`src/rtl/sc_leak_monitor_if.sv`:
```
`default_nettype none
// ============================================================================
// Module   : sc_leak_monitor_if
// Brief    : Bundle between the paired RSA copies and the leak monitor.
// Revision : 1.0  initial release
// ============================================================================
interface sc_leak_monitor_if #(
   parameter int WIDTH = 8,
   parameter int CNT_W = 16
);
   logic                 start;
   logic                 finish_1;
   logic                 finish_2;
   logic [2*WIDTH-1:0]   m_decrypted_1;
   logic [2*WIDTH-1:0]   m_decrypted_2;
   logic                 busy;
   logic                 done;
   logic                 leak;
   logic                 mismatch;
   logic                 timeout;
   logic [CNT_W-1:0]     cycles_1;
   logic [CNT_W-1:0]     cycles_2;
   logic [CNT_W-1:0]     skew;
   logic                 leak_sticky;

   modport master (
      output start, finish_1, finish_2, m_decrypted_1, m_decrypted_2,
      input  busy, done, leak, mismatch, timeout, cycles_1, cycles_2, skew, leak_sticky
   );

   modport slave (
      input  start, finish_1, finish_2, m_decrypted_1, m_decrypted_2,
      output busy, done, leak, mismatch, timeout, cycles_1, cycles_2, skew, leak_sticky
   );
endinterface
`default_nettype wire

```
`src/rtl/sc_leak_monitor.sv`:
```
`default_nettype none
// ============================================================================
// Module   : sc_leak_monitor
// Brief    : Measures latency of two self-composed RSA copies from a shared
//            start and flags timing (leak) or result (mismatch) divergence.
//            Optional macro SC_LEAK_STICKY_EN builds the sticky leak flag.
// Revision : 1.0  initial release
// ============================================================================
module sc_leak_monitor #(
   parameter int          WIDTH   = 8,
   parameter int          CNT_W   = 16,
   parameter int unsigned TIMEOUT = 32'hFFFF
) (
   input  wire logic           clk,
   input  wire logic           rst,
   sc_leak_monitor_if.slave    bus
);

   localparam logic [1:0]       S_IDLE  = 2'd0;
   localparam logic [1:0]       S_RUN   = 2'd1;
   localparam logic [1:0]       S_DONE  = 2'd2;
   localparam logic [CNT_W-1:0] TMO_CNT = CNT_W'(TIMEOUT);

   logic [1:0]           state_q, state_d;
   logic [CNT_W-1:0]     cnt_q;
   logic                 got1_q, got2_q;
   logic [2*WIDTH-1:0]   data1_q, data2_q;
   logic [CNT_W-1:0]     cyc1_q, cyc2_q;
   logic                 leak_q, mism_q, tmo_q;
   logic [CNT_W-1:0]     skew_q;

   logic                 start_acc;
   logic                 cap1, cap2;
   logic                 got1_d, got2_d;
   logic [CNT_W-1:0]     cyc1_d, cyc2_d;
   logic [2*WIDTH-1:0]   data1_d, data2_d;
   logic                 both_d, tmo_d;
   logic                 leak_d, mism_d;
   logic [CNT_W-1:0]     skew_d;

   // Capture view including this edge's captures, so the verdict sees them.
   assign start_acc = bus.start && (state_q != S_RUN);
   assign cap1      = (state_q == S_RUN) && bus.finish_1 && !got1_q;
   assign cap2      = (state_q == S_RUN) && bus.finish_2 && !got2_q;
   assign got1_d    = got1_q | cap1;
   assign got2_d    = got2_q | cap2;
   assign cyc1_d    = cap1 ? cnt_q : cyc1_q;
   assign cyc2_d    = cap2 ? cnt_q : cyc2_q;
   assign data1_d   = cap1 ? bus.m_decrypted_1 : data1_q;
   assign data2_d   = cap2 ? bus.m_decrypted_2 : data2_q;
   assign both_d    = got1_d & got2_d;
   assign tmo_d     = !both_d && (cnt_q == TMO_CNT);
   assign leak_d    = both_d ? (cyc1_d != cyc2_d) : (got1_d ^ got2_d);
   assign mism_d    = both_d && (data1_d != data2_d);
   assign skew_d    = (cyc1_d > cyc2_d) ? (cyc1_d - cyc2_d) : (cyc2_d - cyc1_d);

   always_ff @(posedge clk or posedge rst) begin
      if (rst) state_q <= S_IDLE;
      else     state_q <= state_d;
   end

   always_comb begin
      state_d = state_q;
      case (state_q)
         S_IDLE:  if (bus.start) state_d = S_RUN;
         S_RUN:   if (both_d || tmo_d) state_d = S_DONE;
         S_DONE:  if (bus.start) state_d = S_RUN;
         default: state_d = S_IDLE;
      endcase
   end

   always_comb begin
      bus.busy = (state_q == S_RUN);
      bus.done = (state_q == S_DONE);
   end

   always_ff @(posedge clk or posedge rst) begin
      if (rst) begin
         cnt_q   <= '0;
         got1_q  <= 1'b0;
         got2_q  <= 1'b0;
         data1_q <= '0;
         data2_q <= '0;
         cyc1_q  <= '0;
         cyc2_q  <= '0;
         leak_q  <= 1'b0;
         mism_q  <= 1'b0;
         tmo_q   <= 1'b0;
         skew_q  <= '0;
      end else if (start_acc) begin
         cnt_q   <= '0;
         got1_q  <= 1'b0;
         got2_q  <= 1'b0;
         data1_q <= '0;
         data2_q <= '0;
         cyc1_q  <= '0;
         cyc2_q  <= '0;
         leak_q  <= 1'b0;
         mism_q  <= 1'b0;
         tmo_q   <= 1'b0;
         skew_q  <= '0;
      end else if (state_q == S_RUN) begin
         cnt_q   <= (cnt_q == TMO_CNT) ? cnt_q : cnt_q + 1'b1;
         got1_q  <= got1_d;
         got2_q  <= got2_d;
         data1_q <= data1_d;
         data2_q <= data2_d;
         cyc1_q  <= cyc1_d;
         cyc2_q  <= cyc2_d;
         if (both_d) begin
            leak_q <= leak_d;
            mism_q <= mism_d;
            skew_q <= skew_d;
         end else if (tmo_d) begin
            tmo_q  <= 1'b1;
            leak_q <= leak_d;
            mism_q <= 1'b0;
            skew_q <= '0;
         end
      end
   end

   assign bus.leak     = leak_q;
   assign bus.mismatch = mism_q;
   assign bus.timeout  = tmo_q;
   assign bus.cycles_1 = cyc1_q;
   assign bus.cycles_2 = cyc2_q;
   assign bus.skew     = skew_q;

`ifdef SC_LEAK_STICKY_EN
   logic sticky_q;

   always_ff @(posedge clk or posedge rst) begin
      if (rst) begin
         sticky_q <= 1'b0;
      end else if ((state_q == S_RUN) && (both_d || tmo_d) && (leak_d || mism_d)) begin
         sticky_q <= 1'b1;
      end
   end

   assign bus.leak_sticky = sticky_q;
`else
   assign bus.leak_sticky = 1'b0;
`endif

endmodule
`default_nettype wire
```
`src/flat_wrapper.sv`:
```
// flat-port wrapper written by rule: the top's interface ports become plain ports
module sc_leak_monitor_flat 
#(
   parameter int          WIDTH   = 8,
   parameter int          CNT_W   = 16,
   parameter int unsigned TIMEOUT = 32'hFFFF
)
  (clk, rst, bus_start, bus_finish_1, bus_finish_2, bus_m_decrypted_1, bus_m_decrypted_2, bus_busy, bus_done, bus_leak, bus_mismatch, bus_timeout, bus_cycles_1, bus_cycles_2, bus_skew, bus_leak_sticky);
  sc_leak_monitor_if #(.WIDTH(WIDTH), .CNT_W(CNT_W)) bus_i ();
  input  wire logic clk;
  input  wire logic rst;
  input wire logic [$bits(bus_i.start)-1:0] bus_start;
  input wire logic [$bits(bus_i.finish_1)-1:0] bus_finish_1;
  input wire logic [$bits(bus_i.finish_2)-1:0] bus_finish_2;
  input wire logic [$bits(bus_i.m_decrypted_1)-1:0] bus_m_decrypted_1;
  input wire logic [$bits(bus_i.m_decrypted_2)-1:0] bus_m_decrypted_2;
  output wire logic [$bits(bus_i.busy)-1:0] bus_busy;
  output wire logic [$bits(bus_i.done)-1:0] bus_done;
  output wire logic [$bits(bus_i.leak)-1:0] bus_leak;
  output wire logic [$bits(bus_i.mismatch)-1:0] bus_mismatch;
  output wire logic [$bits(bus_i.timeout)-1:0] bus_timeout;
  output wire logic [$bits(bus_i.cycles_1)-1:0] bus_cycles_1;
  output wire logic [$bits(bus_i.cycles_2)-1:0] bus_cycles_2;
  output wire logic [$bits(bus_i.skew)-1:0] bus_skew;
  output wire logic [$bits(bus_i.leak_sticky)-1:0] bus_leak_sticky;
  assign bus_i.start = bus_start;
  assign bus_i.finish_1 = bus_finish_1;
  assign bus_i.finish_2 = bus_finish_2;
  assign bus_i.m_decrypted_1 = bus_m_decrypted_1;
  assign bus_i.m_decrypted_2 = bus_m_decrypted_2;
  assign bus_busy = bus_i.busy;
  assign bus_done = bus_i.done;
  assign bus_leak = bus_i.leak;
  assign bus_mismatch = bus_i.mismatch;
  assign bus_timeout = bus_i.timeout;
  assign bus_cycles_1 = bus_i.cycles_1;
  assign bus_cycles_2 = bus_i.cycles_2;
  assign bus_skew = bus_i.skew;
  assign bus_leak_sticky = bus_i.leak_sticky;
  sc_leak_monitor #(.WIDTH(WIDTH), .CNT_W(CNT_W), .TIMEOUT(TIMEOUT)) u_core (.clk(clk), .rst(rst), .bus(bus_i));
endmodule
```
`config.mk`:
```
export PLATFORM = sky130hd
export DESIGN_NAME = sc_leak_monitor_flat
export DESIGN_NICKNAME = d
export VERILOG_FILES = /design/src/rtl/sc_leak_monitor_if.sv /design/src/rtl/sc_leak_monitor.sv /design/src/flat_wrapper.sv
export SDC_FILE = /design/constraint.sdc
export NUM_CORES = 1
export LEC_CHECK = 0
export BUFFER_PORTS_ARGS = -buffer_cell sky130_fd_sc_hd__clkbuf_2
export CORE_MARGIN = 2
export CORE_UTILIZATION = 30
export DETAILED_ROUTE_END_ITERATION = 10
export PLACE_DENSITY = 0.47
export SETUP_SLACK_MARGIN = 0.4
export SLEW_MARGIN = 25
export SYNTH_ARGS = -nofsm -noshare
export SYNTH_HDL_FRONTEND = slang
export SYNTH_SLANG_ARGS = --single-unit
```
`constraint.sdc`:
```
create_clock -name clk -period 5.3 [get_ports clk]
set_clock_uncertainty 0.05 [all_clocks]
set_input_delay 0.795 -clock clk [delete_from_list [all_inputs] [get_ports clk]]
set_output_delay 0.795 -clock clk [all_outputs]
set_load 0.01 [all_outputs]
```
### Word level (Yosys, flattened, before mapping)

Index checks and enable logic that the tools add are counted.
Widths: inputs -> output; s select.

| storage, ports and cells | value |
|---|---|
| bits in read-only memories | 0 |
| output and inout bits | 54 |
| input port bits | 37 |
| bits in registers | 103 |
| bits in latches | 0 |
| memories | 0 |
| memory bits (writable) | 0 |

| operators by class | value |
|---|---|
| magnitude comparators | 1 |
| mux-type cells | 40 |
| add/sub/neg operators | 3 |
| shifts and indexed selects | 0 |
| bitwise operators | 4 |
| div/mod/pow operators | 0 |
| reductions and logical operators | 20 |
| eq/ne operators | 10 |
| multiply operators | 0 |

Operators with widths:

| kind | count |
|---|---|
| $mux 16 | 20 |
| $ne 16x16->1 | 2 |
| $sub 16x16->16 | 2 |
| $mux 1 | 17 |
| $add 16x1->16 const B | 1 |
| $eq 16x16->1 const B | 1 |
| $gt 16x16->1 | 1 |
| $ne 2x1->1 const B | 5 |
| $logic_and 1x1->1 | 7 |
| $reduce_and 2->1 | 3 |
| $mux 2 | 2 |
| $pmux 2 s2 | 1 |
| $reduce_bool 2->1 | 2 |
| $logic_not 1->1 | 3 |
| $reduce_and 3->1 | 1 |
| $reduce_bool 3->1 | 1 |
| $eq 2x1->1 const B | 1 |
| $eq 2x2->1 const B | 1 |
| $logic_not 2->1 | 1 |
| $or 1x1->1 | 2 |
| $reduce_or 2->1 | 1 |
| $and 1x1->1 | 1 |
| $logic_or 1x1->1 | 1 |
| $xor 1x1->1 | 1 |

### Logic depth before layout (Yosys ltp)

| logic depth | value |
|---|---|
| word-level depth | 11 |
| depth in mapped cells | 18 |
| depth with buffers taken out | 14 |

### Least setup slack after synthesis

Ideal clock, no wire load.

| path | value |
|---|---|
| path kind | input to register |
| from | input port bus_finish_2 |
| to | register u_core.skew_q[12] (netlist: u_core.bus.skew[12]) |
| slack | 266 ps |
| path buffers | 4 |
| arrival time | 4914 ps |
| stages | 17 |
| data required time | 5180 ps |
| path through | nor4bb_1 -> clkbuf_1 -> clkbuf_1 -> clkbuf_1 -> mux2i_1 -> inv_1 -> ha_1 -> a211oi_1 -> nor3b_1 -> or4_1 -> a221o_1 -> or3_1 -> buf_2 -> nand2_4 -> mux2_2 -> o31ai_1 -> nand3b_1 |

| on the way | value |
|---|---|
| cells in the longest elaborated chain, start to end | 8 |

Ends and longest elaborated chain:

| item | RTL line | source |
|---|---|---|
| start: declaration | flat_wrapper.sv:14 | `input wire logic [$bits(bus_i.finish_2)-1:0] bus_finish_2;` |
| $logic_and 1x1->1 (*) (2 in series) | sc_leak_monitor.sv:44 | `assign cap2 = (state_q == S_RUN) && bus.finish_2 && !got2_q;` |
| $mux 16 / $or 1x1->1 (equally long branches) | sc_leak_monitor.sv:48, sc_leak_monitor.sv:46 |  |
| $sub 16x16->16 (tied with other cells) | sc_leak_monitor.sv:55 | `assign skew_d = (cyc1_d > cyc2_d) ? (cyc1_d - cyc2_d) : (cyc2_d - cyc1_d);` |
| $mux 16 / $logic_not 1->1 (equally long branches) | sc_leak_monitor.sv:55, sc_leak_monitor.sv:52 |  |
| $mux 16 / $logic_and 1x1->1 (equally long branches) | sc_leak_monitor.sv:110, sc_leak_monitor.sv:52 |  |
| $mux 16 / $reduce_bool 3->1 (equally long branches) | n/a |  |
| $mux 16 / $reduce_and 2->1 (equally long branches) | n/a |  |
| end signal: assignment | sc_leak_monitor.sv:113 | `skew_q <= skew_d;` |
| end: declaration | sc_leak_monitor.sv:30 | `logic [CNT_W-1:0] skew_q;` |

Every way passes the cells marked *; elsewhere a longest branch is shown, timed or not. The select of a mux whose other input is x is not followed.
A chain may end at the register's enable or synchronous reset.

### Worst setup path after layout

| path | value |
|---|---|
| from | input port bus_finish_1 |
| to | register u_core.skew_q[9] (netlist: u_core.bus.skew[9]) |

| on the way | value |
|---|---|
| cells in the longest elaborated chain, start to end | 8 |

Ends and longest elaborated chain:

| item | RTL line | source |
|---|---|---|
| start: declaration | flat_wrapper.sv:13 | `input wire logic [$bits(bus_i.finish_1)-1:0] bus_finish_1;` |
| $logic_and 1x1->1 (*) (2 in series) | sc_leak_monitor.sv:43 | `assign cap1 = (state_q == S_RUN) && bus.finish_1 && !got1_q;` |
| $mux 16 / $or 1x1->1 (equally long branches) | sc_leak_monitor.sv:47, sc_leak_monitor.sv:45 |  |
| $sub 16x16->16 (tied with other cells) | sc_leak_monitor.sv:55 |  |
| $mux 16 / $logic_not 1->1 (equally long branches) | sc_leak_monitor.sv:55, sc_leak_monitor.sv:52 |  |
| $mux 16 / $logic_and 1x1->1 (equally long branches) | sc_leak_monitor.sv:110, sc_leak_monitor.sv:52 |  |
| $mux 16 / $reduce_bool 3->1 (equally long branches) | n/a |  |
| $mux 16 / $reduce_and 2->1 (equally long branches) | n/a |  |

Marks and branches as above.

==> impl_results.md <==
* Vias in the first global route at 5441
* R2r setup slk at 970 ps
* DIE HEIGHT at 152.1 um
* Crit-path most repeated cell: mux2i_1
* Worst R2R Path Depth at 15
* Die width at 152.1 um
* Die area at 0.02313 mm^2
* Setup TNS at 0 ps
* Sequential share of power at 0.245
* Commonest register cell after synthesis: dfrtp_1
* Clock share of power at 0.171
* CTS Hold Buffers Added at 0
* Internal power at 2.509 mW
* Hold Crit Start: u_core.bus.skew[8]
* Buf/Inv on CP at 3
* Dpl hpwl at 14.46 mm
* Crit Path Category: in -> reg
* FF+latch count, synth at 103
* Worst R2R End: u_core.bus.skew[9]
* Placement Cell Area at 0.007381 mm^2
* Max cap viols at 0
* Clk slew on worst S/H paths at 80 ps
* Initial antenna violation count at 0
* EDFF count, synth at 0
* Clock Latency Late Sink at 360 ps
* Kind of cell adding the most delay to the critical path: simple AND/OR/NAND/NOR gates
* Non-Filler Instances at 1080
* Yosys top cell by area: dfrtp_1
* Slew margin rel. at 0.3261
* Cell Area, Synth at 0.006578 mm^2
* Hold Worst Slack at 431.1 ps
* Crit path launch: bus_finish_1
* DRC violations left at 0
* Switch Pwr at 2.062 mW
* P per Cell Area at 590.7 mW/mm^2
* Tcrit/Tclk final at 0.8179
* Worst setup SP type: input port
* Clock net sink count at 103
* Worst-case hold path end point: u_core.bus.skew[8]
* Clk root buf: clkbuf_16
* Max Freq at 230.7 MHz
* Sw Share at 0.4511
* Synth top area share at 0.3919
* Comb power frac at 0.584
* Design Area, Final at 0.007739 mm^2
* Worst path required time at 5490 ps
* Final Max Tran Viols at 0
* Gpl congestion at 0.8621
* Worst Tran Pin Value at 1002 ps
* Nets@finish at 867
* Sequential-to-total area share from yosys stat at 0.3919
* Final WL at 19.50 mm
* Min-delay worst type: reg -> reg
* WL/cell at 18.06 um
* CP max FO at 19
* Most frequent cells in the layout: dfrtp_1, clkbuf_2, mux2i_1, o21ai_0, nand2_1
* Count of buffers from port buffering at 89
* Remaining Overflow, GRT at 0
* First-pass GRT wire length at 31.33 mm
* Antenna-violating nets left at 0
* Most common cell after layout, fill and taps aside: dfrtp_1
* Ys Warns at 0
* Crit end category: register
* Distinct cells, synth at 64
* Hold path cells at 2
* Share of cells above drive strength 1 at 0.1775
* RSZ-0062 raised after global routing: no
* Crit-path cells: clkbuf_2, nand4bb_1, buf_4, mux2i_1, inv_1, ha_1, a211oi_1, nor3b_1, or4_1, a221o_1, or3_1, nand2_4, mux2i_1, a311o_1, nand3_1
* Ys async rst share at 1.000
* I/O Pins at 91
* Status: completed
* Total CTS buffers at 9
* CP Data Arrival Time at 4530 ps
* Initial drt markers at 449
* Tmin final at 4335 ps
* Setup ws final at 965.4 ps
* Overall global routing resource usage at 0.1700
* Placed Instances at 1061
* Leak Pwr at 3.956 nW
* DR pass1 iterations at 5
* Largest net degree at the start of global routing at 68
* Syn nets at 787
* FF-to-FF Start: u_core.state_q[0]
* Worst IR Drop VDD at 0.0002179 V
* Area grow syn2layout at 17.65%
* CP max-delay cell: or3_1
* CTS tree: yes
* Syn Area/Cell at 9.199 um^2
* Clock Path Buffers at 2
* Initial Util at 0.3033
* Post_cts resized at 0
* Top post-synthesis cells by area: dfrtp_1, mux2i_1, ha_1
* ANT cells at 0
* Row cnt at 54
* Place WS at 382.4 ps
* Setup violators final at 0
* CP peak stage delay at 500 ps
* Mapped Cells at 715
* Via count at 5522
* Final hold vios at 0
* Setup bufs post-CTS at 0
* Vias per cell at 5.113
* CORE AREA at 0.02169 mm^2
* H-tree depth at 3
[kinds of logic (layout without fill, tap and decap cells)]
logic type / count (synthesis) / in the layout / share of synthesized area
AOI/OAI and AO/OA: 188 / 188 / 0.1859
xor gates and xnor gates: 32 / 32 / 0.04261
adders and majority gates: 35 / 35 / 0.06886
buffers and inverters: 91 / 176 / 0.05459
DFF: 103 / 103 / 0.3919
muxes: 67 / 67 / 0.1021
other: 1 / 1 / 0.0005701
and+or+nand+nor: 198 / 198 / 0.1535
[stage by stage]
step                        util  power (mW)
after floorplan                -       3.070
after global placement    0.3402       3.779
after detailed placement  0.3403       3.782
after CTS                 0.3558       4.577
after global routing      0.3568       4.911
final                     0.3568       4.571
[routing by layer]
metal	up-vias	GRT usage	wire length (um)
li1	2725	-	-
met5	-	0	0
met3	19	0.01911	469
met1	2688	0.2543	10210
met2	90	0.2574	8524
met4	0	0.05207	292
[cells in the mapped netlist, types with 10 or more instances]
library cell and n:
clkbuf_1 36, ha_1 33, nand3_1 37, o21ai_0 66, a21o_1 10, mux2i_1 66
a22o_1 33, nand4_1 15, inv_1 45, nand2_1 50, dfrtp_1 103, xnor2_1 23
nor3_1 11, nor2_1 35, a21oi_1 37
[final cells by class]
| cell class | count | area [um^2] |
|---|---|---|
| Fill cell | 2253 | 13950 |
| Clock buffer | 9 | 225.2 |
| Tap cell | 280 | 350.3 |
| Timing Repair Buffer | 114 | 633.1 |
| Inverter | 46 | 175.2 |
| Sequential cell | 103 | 2577 |
| Multi-Input combinational cell | 521 | 3667 |
| Clock inverter | 7 | 110.1 |
[state kept, by name, summed over array words and instances (netlist names), 2 cells and up]
signal               flops
u_core.bus.cycles_1     16
u_core.data2_q          16
u_core.data1_q          16
u_core.bus.cycles_2     16
u_core.cnt_q            16
u_core.bus.skew         16
u_core.state_q           2
[power by group through the flow]
stage	combinational [mW]	clock [mW]	sequential [mW]
6_report	2.67	0.783	1.12
4_1_cts	2.66	0.794	1.12
3_5_place_dp	2.65	0	1.13
2_1_floorplan	1.95	0	1.12
5_1_grt	2.93	0.832	1.15
3_3_place_gp	2.65	0	1.13
[worst max path at each step]
stage	endpoint	slack [ps]	depth (start not counted)
floorplan	u_core.bus.skew[12]	430	17
global placement	u_core.bus.skew[12]	430	14
detailed placement	u_core.bus.skew[9]	380	14
CTS	u_core.bus.skew[9]	740	14
global route	u_core.bus.skew[15]	620	14
finish	u_core.bus.skew[9]	970	15
[tightest hold or removal path: stages (launching register included)]
cell and delay [ps]:
dfrtp_1 350, nand2_1 40, o21ai_0 60
(Power assumes the default switching activity.)
